## config.mk

```make
export PLATFORM = sky130hd
export DESIGN_NAME = orao_tape_player
export DESIGN_NICKNAME = d
export VERILOG_FILES = /design/src/rtl/orao_pkg.sv /design/src/rtl/orao_byte_fifo.sv /design/src/rtl/orao_tape_player.sv
export SDC_FILE = /design/constraint.sdc
export NUM_CORES = 1
export LEC_CHECK = 0
export BUFFER_PORTS_ARGS = -buffer_cell sky130_fd_sc_hd__buf_2
export CAP_MARGIN = 15
export CORE_MARGIN = 1.5
export CORE_UTILIZATION = 62
export DETAILED_ROUTE_END_ITERATION = 10
export PLACE_DENSITY = 0.79
export SETUP_SLACK_MARGIN = 0.05
export SLEW_MARGIN = 20
export SYNTH_ARGS = -nofsm -noshare
export SYNTH_HDL_FRONTEND = slang
export SYNTH_HIERARCHICAL = 1
export SYNTH_SLANG_ARGS = --single-unit
```

## constraint.sdc

```tcl
create_clock -name clk_sys -period 3.24 [get_ports clk_sys]
set_input_delay 0.648 -clock clk_sys [delete_from_list [all_inputs] [get_ports clk_sys]]
set_output_delay 0.648 -clock clk_sys [all_outputs]
set_load 0.005 [all_outputs]
```

## src/rtl/orao_pkg.sv

```systemverilog
// Shared types and default cassette timing for the Orao tape player.
package orao_pkg;

  typedef enum logic [2:0] {
    ST_IDLE = 3'd0,
    ST_LOAD = 3'd1,
    ST_HIGH = 3'd2,
    ST_LOW  = 3'd3,
    ST_GAP  = 3'd4
  } tape_state_e;

  localparam int DEF_HALF_0    = 500;
  localparam int DEF_HALF_1    = 250;
  localparam int DEF_GAP_TICKS = 2000;

  function automatic int max3(input int a, input int b, input int c);
    int m;
    m = (a > b) ? a : b;
    return (m > c) ? m : c;
  endfunction

endpackage

```

## src/rtl/orao_byte_fifo.sv

```systemverilog
// Byte FIFO between the download port and the tape serializer; flush wins over
// pop, and a push in the flush cycle lands in the freshly emptied FIFO.
module orao_byte_fifo #(
  parameter int DEPTH = 16
) (
  input  logic                     clk,
  input  logic                     rst_n,
  input  logic                     flush,
  input  logic                     push,
  input  logic                     pop,
  input  logic [7:0]               din,
  output logic [7:0]               dout,
  output logic                     full,
  output logic                     empty,
  output logic                     almost_full,
  output logic [$clog2(DEPTH):0]   count
);
  localparam int AW = $clog2(DEPTH);

  logic [7:0]    mem_q [DEPTH];
  logic [AW-1:0] wr_ptr_q, wr_ptr_d, rd_ptr_q, rd_ptr_d, wr_base, rd_base;
  logic [AW:0]   count_q, count_d, cnt_base;
  logic          do_push, do_pop;

  assign full        = (count_q == (AW+1)'(DEPTH));
  assign empty       = (count_q == '0);
  assign almost_full = (count_q >= (AW+1)'(DEPTH - 1));
  assign count       = count_q;
  assign dout        = mem_q[rd_ptr_q];

  always_comb begin
    wr_base  = flush ? '0 : wr_ptr_q;
    rd_base  = flush ? '0 : rd_ptr_q;
    cnt_base = flush ? '0 : count_q;
    do_push  = push && (flush || !full);
    do_pop   = pop && !empty && !flush;
    wr_ptr_d = wr_base + AW'(do_push);
    rd_ptr_d = rd_base + AW'(do_pop);
    count_d  = cnt_base + (AW+1)'(do_push) - (AW+1)'(do_pop);
  end

  always_ff @(posedge clk or negedge rst_n) begin
    if (!rst_n) begin
      wr_ptr_q <= '0;
      rd_ptr_q <= '0;
      count_q  <= '0;
    end else begin
      wr_ptr_q <= wr_ptr_d;
      rd_ptr_q <= rd_ptr_d;
      count_q  <= count_d;
    end
  end

  always_ff @(posedge clk) begin
    if (do_push) mem_q[wr_base] <= din;
  end

endmodule

```

## src/rtl/orao_tape_player.sv

```systemverilog
// Streams downloaded TAP bytes to the Orao cassette input as FSK pulses,
// LSB first: '0' is one long period, '1' is two short periods.
module orao_tape_player
  import orao_pkg::*;
#(
  parameter int FIFO_DEPTH = 16,
  parameter int HALF_0     = DEF_HALF_0,
  parameter int HALF_1     = DEF_HALF_1,
  parameter int GAP_TICKS  = DEF_GAP_TICKS
) (
  input  logic       clk_sys,
  input  logic       reset_n,
  input  logic       ce_1m,
  input  logic       ioctl_download,
  input  logic       ioctl_wr,
  input  logic [7:0] ioctl_dout,
  output logic       ioctl_wait,
  input  logic       play,
  output logic       tape_bit,
  output logic       busy,
  output logic       overflow
);
  localparam int AW = $clog2(FIFO_DEPTH);
  localparam int TW = $clog2(max3(HALF_0, HALF_1, GAP_TICKS) + 1);

  tape_state_e   state_q, state_d;
  logic [TW-1:0] tick_q, tick_d, half_m1;
  logic [2:0]    bit_idx_q, bit_idx_d;
  logic          per_q, per_d;
  logic [7:0]    shift_q, shift_d;
  logic          dl_q, dl_rise, overflow_q, overflow_d, wait_q;
  logic          fifo_pop, fifo_full, fifo_empty, fifo_afull;
  logic [7:0]    fifo_dout;
  logic [AW:0]   fifo_count;

  assign dl_rise = ioctl_download && !dl_q;

  orao_byte_fifo #(.DEPTH(FIFO_DEPTH)) u_fifo (
    .clk         (clk_sys),
    .rst_n       (reset_n),
    .flush       (dl_rise),
    .push        (ioctl_wr),
    .pop         (fifo_pop),
    .din         (ioctl_dout),
    .dout        (fifo_dout),
    .full        (fifo_full),
    .empty       (fifo_empty),
    .almost_full (fifo_afull),
    .count       (fifo_count)
  );

  assign half_m1    = shift_q[0] ? TW'(HALF_1 - 1) : TW'(HALF_0 - 1);
  assign overflow_d = dl_rise ? 1'b0 : (overflow_q || (ioctl_wr && fifo_full));

  always_comb begin
    state_d   = state_q;
    tick_d    = tick_q;
    bit_idx_d = bit_idx_q;
    per_d     = per_q;
    shift_d   = shift_q;
    fifo_pop  = 1'b0;
    if (dl_rise) begin
      state_d   = ST_IDLE;
      tick_d    = '0;
      bit_idx_d = '0;
      per_d     = 1'b0;
    end else if (play) begin
      case (state_q)
        ST_IDLE: if (!fifo_empty) state_d = ST_LOAD;
        ST_LOAD: begin
          fifo_pop  = 1'b1;
          shift_d   = fifo_dout;
          bit_idx_d = '0;
          per_d     = 1'b0;
          tick_d    = '0;
          state_d   = ST_HIGH;
        end
        ST_HIGH: if (ce_1m) begin
          if (tick_q == half_m1) begin
            tick_d  = '0;
            state_d = ST_LOW;
          end else tick_d = tick_q + TW'(1);
        end
        ST_LOW: if (ce_1m) begin
          if (tick_q == half_m1) begin
            tick_d = '0;
            // A '1' bit replays its short period once before advancing.
            if (shift_q[0] && !per_q) begin
              per_d   = 1'b1;
              state_d = ST_HIGH;
            end else begin
              per_d   = 1'b0;
              shift_d = shift_q >> 1;
              if (bit_idx_q == 3'd7) state_d = fifo_empty ? ST_GAP : ST_LOAD;
              else begin
                bit_idx_d = bit_idx_q + 3'd1;
                state_d   = ST_HIGH;
              end
            end
          end else tick_d = tick_q + TW'(1);
        end
        ST_GAP: begin
          if (!fifo_empty) begin
            tick_d  = '0;
            state_d = ST_LOAD;
          end else if (ce_1m) begin
            if (tick_q == TW'(GAP_TICKS - 1)) begin
              tick_d  = '0;
              state_d = ST_IDLE;
            end else tick_d = tick_q + TW'(1);
          end
        end
        default: state_d = ST_IDLE;
      endcase
    end
  end

  always_ff @(posedge clk_sys or negedge reset_n) begin
    if (!reset_n) begin
      state_q    <= ST_IDLE;
      tick_q     <= '0;
      bit_idx_q  <= '0;
      per_q      <= 1'b0;
      dl_q       <= 1'b0;
      overflow_q <= 1'b0;
      wait_q     <= 1'b0;
    end else begin
      state_q    <= state_d;
      tick_q     <= tick_d;
      bit_idx_q  <= bit_idx_d;
      per_q      <= per_d;
      dl_q       <= ioctl_download;
      overflow_q <= overflow_d;
      wait_q     <= fifo_afull;
    end
  end

  always_ff @(posedge clk_sys) begin
    shift_q <= shift_d;
  end

  assign tape_bit   = (state_q == ST_HIGH);
  assign busy       = (fifo_count != '0) || ((state_q != ST_IDLE) && (state_q != ST_GAP));
  assign overflow   = overflow_q;
  assign ioctl_wait = wait_q;

endmodule

```

Yosys cells after proc, flatten, opt, wreduce, memory -nomap -nowiden --
Memories as Yosys holds them, arrays and structs flattened. Cells that the tools add are included. Widths: inputs -> output; s select.
Word-level totals: word-level logic and storage cells 120, bits of input ports 14, RAM bits 128, bits in registers 42, output and inout port bits 4, memories 1
Operators by class: multiplexer cells 49, bitwise operators 1, $lt $le $gt $ge 1, add/subtract/negate cells 6, equality and inequality tests 22, reduce and logical (&&, ||, !) cells 29
Memory list:
- u_fifo.mem_q | words 16, bits a word 8, read ports 1, clocked after memory_dff 0, wr ports 1, line orao_byte_fifo.sv:20 | logic [7:0] mem_q [DEPTH];
Operators with widths (count):
- $mux 11 | 7
- $mux 3 | 19
- $pmux 11 s3 | 1
- $mux 8 | 3
- $ne 3x3->1 const B | 6
- $pmux 8 s2 | 1
- $pmux 3 s5 | 1
- $reduce_and 6->1 | 2
- $add 11x1->11 const B | 1
- $eq 11x11->1 const B | 1
- $eq 11x9->1 | 1
- $mux 1 | 11
- $mux 9 | 1
- $add 4x1->4 | 2
- $mux 4 | 2
- $ne 4x4->1 const B | 2
- $reduce_and 4->1 | 2
- $reduce_and 8->1 | 1
- $logic_and 1x1->1 | 7
- $eq 3x2->1 const B | 2
- $eq 3x3->1 const B | 2
- $ne 2x2->1 const B | 3
- $ne 3x1->1 const B | 2
- $pmux 3 s2 | 1
- other kinds (19) | 27

Longest topological paths before layout --
depth in word-level cells 9, depth in mapped cells 12, depth with buffers taken out 11

By module --
The synthesis kept the hierarchy.
By module, submodules not included:
- orao_byte_fifo | cells an instance 295, instances 1, area each 5750.5 um^2, sequential area each 4169.0 um^2
- orao_tape_player | cells an instance 184, instances 1, area each 1720.4 um^2, sequential area each 765.7 um^2

Worst setup path after synthesis --
OpenSTA, ideal clock, no wires.
path type input to register, start input ioctl_download, end register u_fifo.count_q[4] (netlist: u_fifo/count[4]), stages 12, required time 3.116 ns, data arrival time 3.061 ns, setup time 0.124 ns, path slack 0.054 ns, path buffers 2, path through nand2b_1 > inv_1 > clkbuf_1 > clkbuf_1 > o31ai_1 > ha_1 > inv_1 > ha_1 > fa_1 > a21o_1 > a21oi_1 > xnor2_1
Between the ends: word-level cells in the longest chain between the ends 5, elaborated cells on any way between the ends 10, those cells by class add/sub: 2; mux: 2; reduce/logical: 6
RTL lines:
- start: declaration | line orao_tape_player.sv:14 | input logic ioctl_download,
- $logic_and 1x1->1 (*) | line orao_tape_player.sv:36 | assign dl_rise = ioctl_download && !dl_q;
- via dl_rise | line orao_tape_player.sv:31 | logic dl_q, dl_rise, overflow_q, overflow_d, wait_q;
- $logic_or 1x1->1 or $mux 1 (tied branches) | line orao_byte_fifo.sv:35, orao_tape_player.sv:62
- $logic_and 1x1->1 (on tied branches) | line orao_byte_fifo.sv:35, orao_byte_fifo.sv:36
- $add 5x1->5 or $logic_and 1x1->1 (tied branches) | line orao_byte_fifo.sv:39, orao_byte_fifo.sv:36
- $sub 5x1->5 (*) | line orao_byte_fifo.sv:39 | count_d = cnt_base + (AW+1)'(do_push) - (AW+1)'(do_pop);
- via u_fifo.count_d[4] | line orao_byte_fifo.sv:22 | logic [AW:0] count_q, count_d, cnt_base;
- end signal: assignment | line orao_byte_fifo.sv:50 | count_q <= count_d;
- end: declaration | line orao_byte_fifo.sv:22
The timed path passes the listed nets; every way through them passes the cells marked *. A chain may end at the register's enable or synchronous reset.

Final worst setup path --
start register u_fifo.count_q[0] (netlist: u_fifo/count[0]), end register u_fifo.count_q[4] (netlist: u_fifo/count[4])
Between the ends: elaborated cells on any way between the ends 11, those cells by class add/sub: 2; eq/ne: 1; mux: 1; reduce/logical: 7
RTL lines:
- $logic_not 5->1 | line orao_byte_fifo.sv:26 | assign empty = (count_q == '0);
- via fifo_empty | line orao_tape_player.sv:32 | logic fifo_pop, fifo_full, fifo_empty, fifo_afull;
- $logic_not 1->1 | line orao_byte_fifo.sv:36 | do_pop = pop && !empty && !flush;
- $logic_and 1x1->1 (2 in a row) | line orao_byte_fifo.sv:36
- $sub 5x1->5 | line orao_byte_fifo.sv:39
- via u_fifo.count_d[4] | line orao_byte_fifo.sv:22
The timed path passes the listed nets, and every way through them passes these cells.

==> metrics <==
status completed; Clock power frac 31.2%; register share of total power 46.5%; Yosys top cell by area edfxtp_1; Fill cells 703; Post-CTS Hold Fix Bufs 0; unrepaired setup endpoints after global routing no; setup TNS 0 ns; Synth warnings 6; worst r2r path cells 10; Post-CTS Setup Bufs 0; CTS Buf Count 17; PD cells 718 nW/µm²; overall global routing resource usage 25.5%; sequential share of the synthesized area 66.1%; Critical Path RT 3.59 ns; die width 113 µm; height of the chip 113 µm; first-pass detailed-route iteration total 5; drt drc 0; met1 track demand over resource 33.4%; switching power 0.00173 W; R2R Path Start u_fifo/count[0]$_DFF_PN0_; final setup margin 0.451 ns; row cnt 39; Fin. Hold Viols 0; Slew HR 48.8%; worst r2r dst u_fifo/count[4]$_DFF_PN0_; share of cells above drive strength 1 18.4%; ys async rst share 20.0%; commonest cells in the netlist edfxtp_1, nand2_1, nor2_1, dfrtp_1, a22oi_1; Clock Latency Late Sink 0.43 ns; area fraction of the dominant cell type after synthesis 54.7%; die area 12700 µm²; Internal 0.00426 W; Adder-Cell Fraction of Synth Area 2.28%; met2 Track Usage GR 43.1%; min-delay worst type in -> async; global-route wire length before repair 23.7 mm; CP endpoint kind register; area delta synth->final 11.7%; antenna violations before repair 0; Worst Path Max Fanout 5; xor-xnor portion of the synthesized cell area 0.938%; dpl ws 0.168 ns; element type at the critical path start register; post-route minimum period 2.79 ns; Routed wire per std cell 21.8 µm; Core ar. 11600 µm²; CP endpoint u_fifo/count[4]$_DFF_PN0_; Routed WL 14.7 mm; period utilisation layout 86.1%; max-capacitance violation count 0; FMAX 359 MHz; gr busiest metal met2; Hold Slack 0.291 ns; routed via count 4396; Logic pwr share 22.3%; RePlAce Congestion 0.860; Setup Viol. Count Final 0; IO Pins 18; Simple-Gate Fraction of Synth Area 10.4%; CP Launch Point u_fifo/count[0]$_DFF_PN0_; Resized cells post-CTS 0; Worst R2R Setup Slack 0.45 ns; synthesized area per cell 15.6 µm²; root buf cell clkbuf_16; clock-pin slew on the worst setup and hold paths 0.07 ns; Sink Count 170; max-slew violation count 0; critical path type reg -> reg; Clock Skew 0.0194 ns; TritonCTS clock tree done; Bufs on Longest Clock Path 2; Iteration-0 DRC Markers 357; vias in the first global route 4396; met3 usage 5.57%; Post-DRT Antenna Nets 0; n_diodes 0; Area contributors post-synth edfxtp_1, dfrtp_1, mux4_1; Worst Tran Pin Value 0.768 ns; VDD IR max 0.000574 V; Via density 6.51; distinct cell type count after synthesis 68; post-synthesis compound-gate area fraction 7.27%; Mapped Cells 479; largest family of logic cells by synthesized area multiplexers; Primary FF master, synth edfxtp_1; EDFF count, synth 136; Port Buffers 17; count leader, synth edfxtp_1; Seq cells post-synth 170; Post-Syn Area 7470 µm²; Mapped Nets 506; sw frac 28.8%; Worst Path Arrival 3.14 ns; Leakage Power 3.07 nW; CTS HTree Levels 4; effective utilization at floorplan 64.6%; largest net degree at the start of global routing 35; HPWL Detailed 9.58 mm; total gr overflow 0; multiplexer share of the synthesized area 10.8%; NumNets Final 547
-- kinds of logic (layout without fill, tap and decap cells) --
family	after synthesis	count (layout)
muxes	35	35
AOI/OAI and AO/OA	69	69
adders and majority gates	13	13
buffers and inverters	31	84
xor gates and xnor gates	8	8
and+or+nand+nor	153	153
DFF	170	170
-- how the worst min path moves through the flow --
stage                               from                      endpoint  slack (ns)  cells after the start
floorplan                        reset_n      bit_idx_q[0]$_DFFE_PN0P_        0.35                      0
global placement      overflow$_DFF_PN0_            overflow$_DFF_PN0_        0.48                      2
detailed placement  shift_q[5]$_DFFE_PP_          shift_q[4]$_DFFE_PP_        0.50                      2
CTS                              reset_n  u_fifo/rd_ptr_q[1]$_DFF_PN0_        0.31                      1
global route                     reset_n          ioctl_wait$_DFF_PN0_        0.35                      1
finish                           reset_n  u_fifo/rd_ptr_q[1]$_DFF_PN0_        0.29                      1
-- layout by cell type, fill, tap and decap left out, drive strengths merged, types with 2 or more instances in the layout --
master and instances:
ha 12, xnor2 3, nor3 4, dfrtp 34, a211oi 5, nor4 2
clkinvlp 4, a21o 2, clkinv 7, a22o 5, a2111o 2, and4bb 2
o21ai 9, a31oi 4, o22ai 2, and2b 3, nor2 39, o2111ai 3
nor4b 2, buf 39, nand2 52, nand2b 6, mux2i 3, and2 3
xor2 5, clkbuf 17, edfxtp 136, inv 16, nor2b 12, nand3 15
mux4 32, a21oi 7, and3 5, a22oi 18
-- sequential cells by signal, indices dropped and copies added, names as in the netlist, 3 cells and up --
signal,count
bit_idx_q,3
state_q,3
u_fifo/mem_q,128
shift_q,8
u_fifo/wr_ptr_q,4
tick_q,11
u_fifo/rd_ptr_q,4
u_fifo/count,5
-- power by group through the flow --
| stage | sequential [W] | combinational, W | clock [W] |
|---|---|---|---|
| after floorplan | 0.00274 | 0.00104 | 0 |
| after global placement | 0.00281 | 0.00129 | 0 |
| after detailed placement | 0.00283 | 0.00133 | 0 |
| after CTS | 0.00278 | 0.00135 | 0.00190 |
| after global routing | 0.00281 | 0.00147 | 0.00199 |
| final | 0.00279 | 0.00134 | 0.00187 |
-- per-layer routing --
metal	routed length (µm)	vias to the layer above
met5	0	-
met4	190	0
met3	930	21
met2	7740	190
met1	5860	2229
li1	-	1956
-- critical path, stage by stage (launching register included) --
cell	delay [ns]
dfrtp_1	0.43
or4_4	0.58
nor2_1	0.16
nor3b_1	0.10
ha_1	0.29
inv_1	0.04
ha_1	0.22
fa_1	0.40
a21o_1	0.19
a21oi_1	0.18
xnor2_1	0.13
-- layout make-up --
class	count	area (µm²)	share of cell area (%)
multi-input cells	278	2360	28.3
clock buffers	17	425	5.10
repair buffers	39	263	3.15
flip-flops and latches	170	4940	59.2
clock inverters	14	123	1.47
inverters	14	52.6	0.630
well taps	143	179	2.14
-- metrics by stage --
step	std cells	power [W]	instance area [µm²]	util, %
finish	675	0.00599	8340	72.1
global route	675	0.00627	8340	72.1
CTS	675	0.00603	8340	72.1
detailed placement	644	0.00416	7790	67.4
global placement	644	0.00410	7790	67.4
floorplan	479	0.00378	7470	-
(Power assumes the default switching activity.)
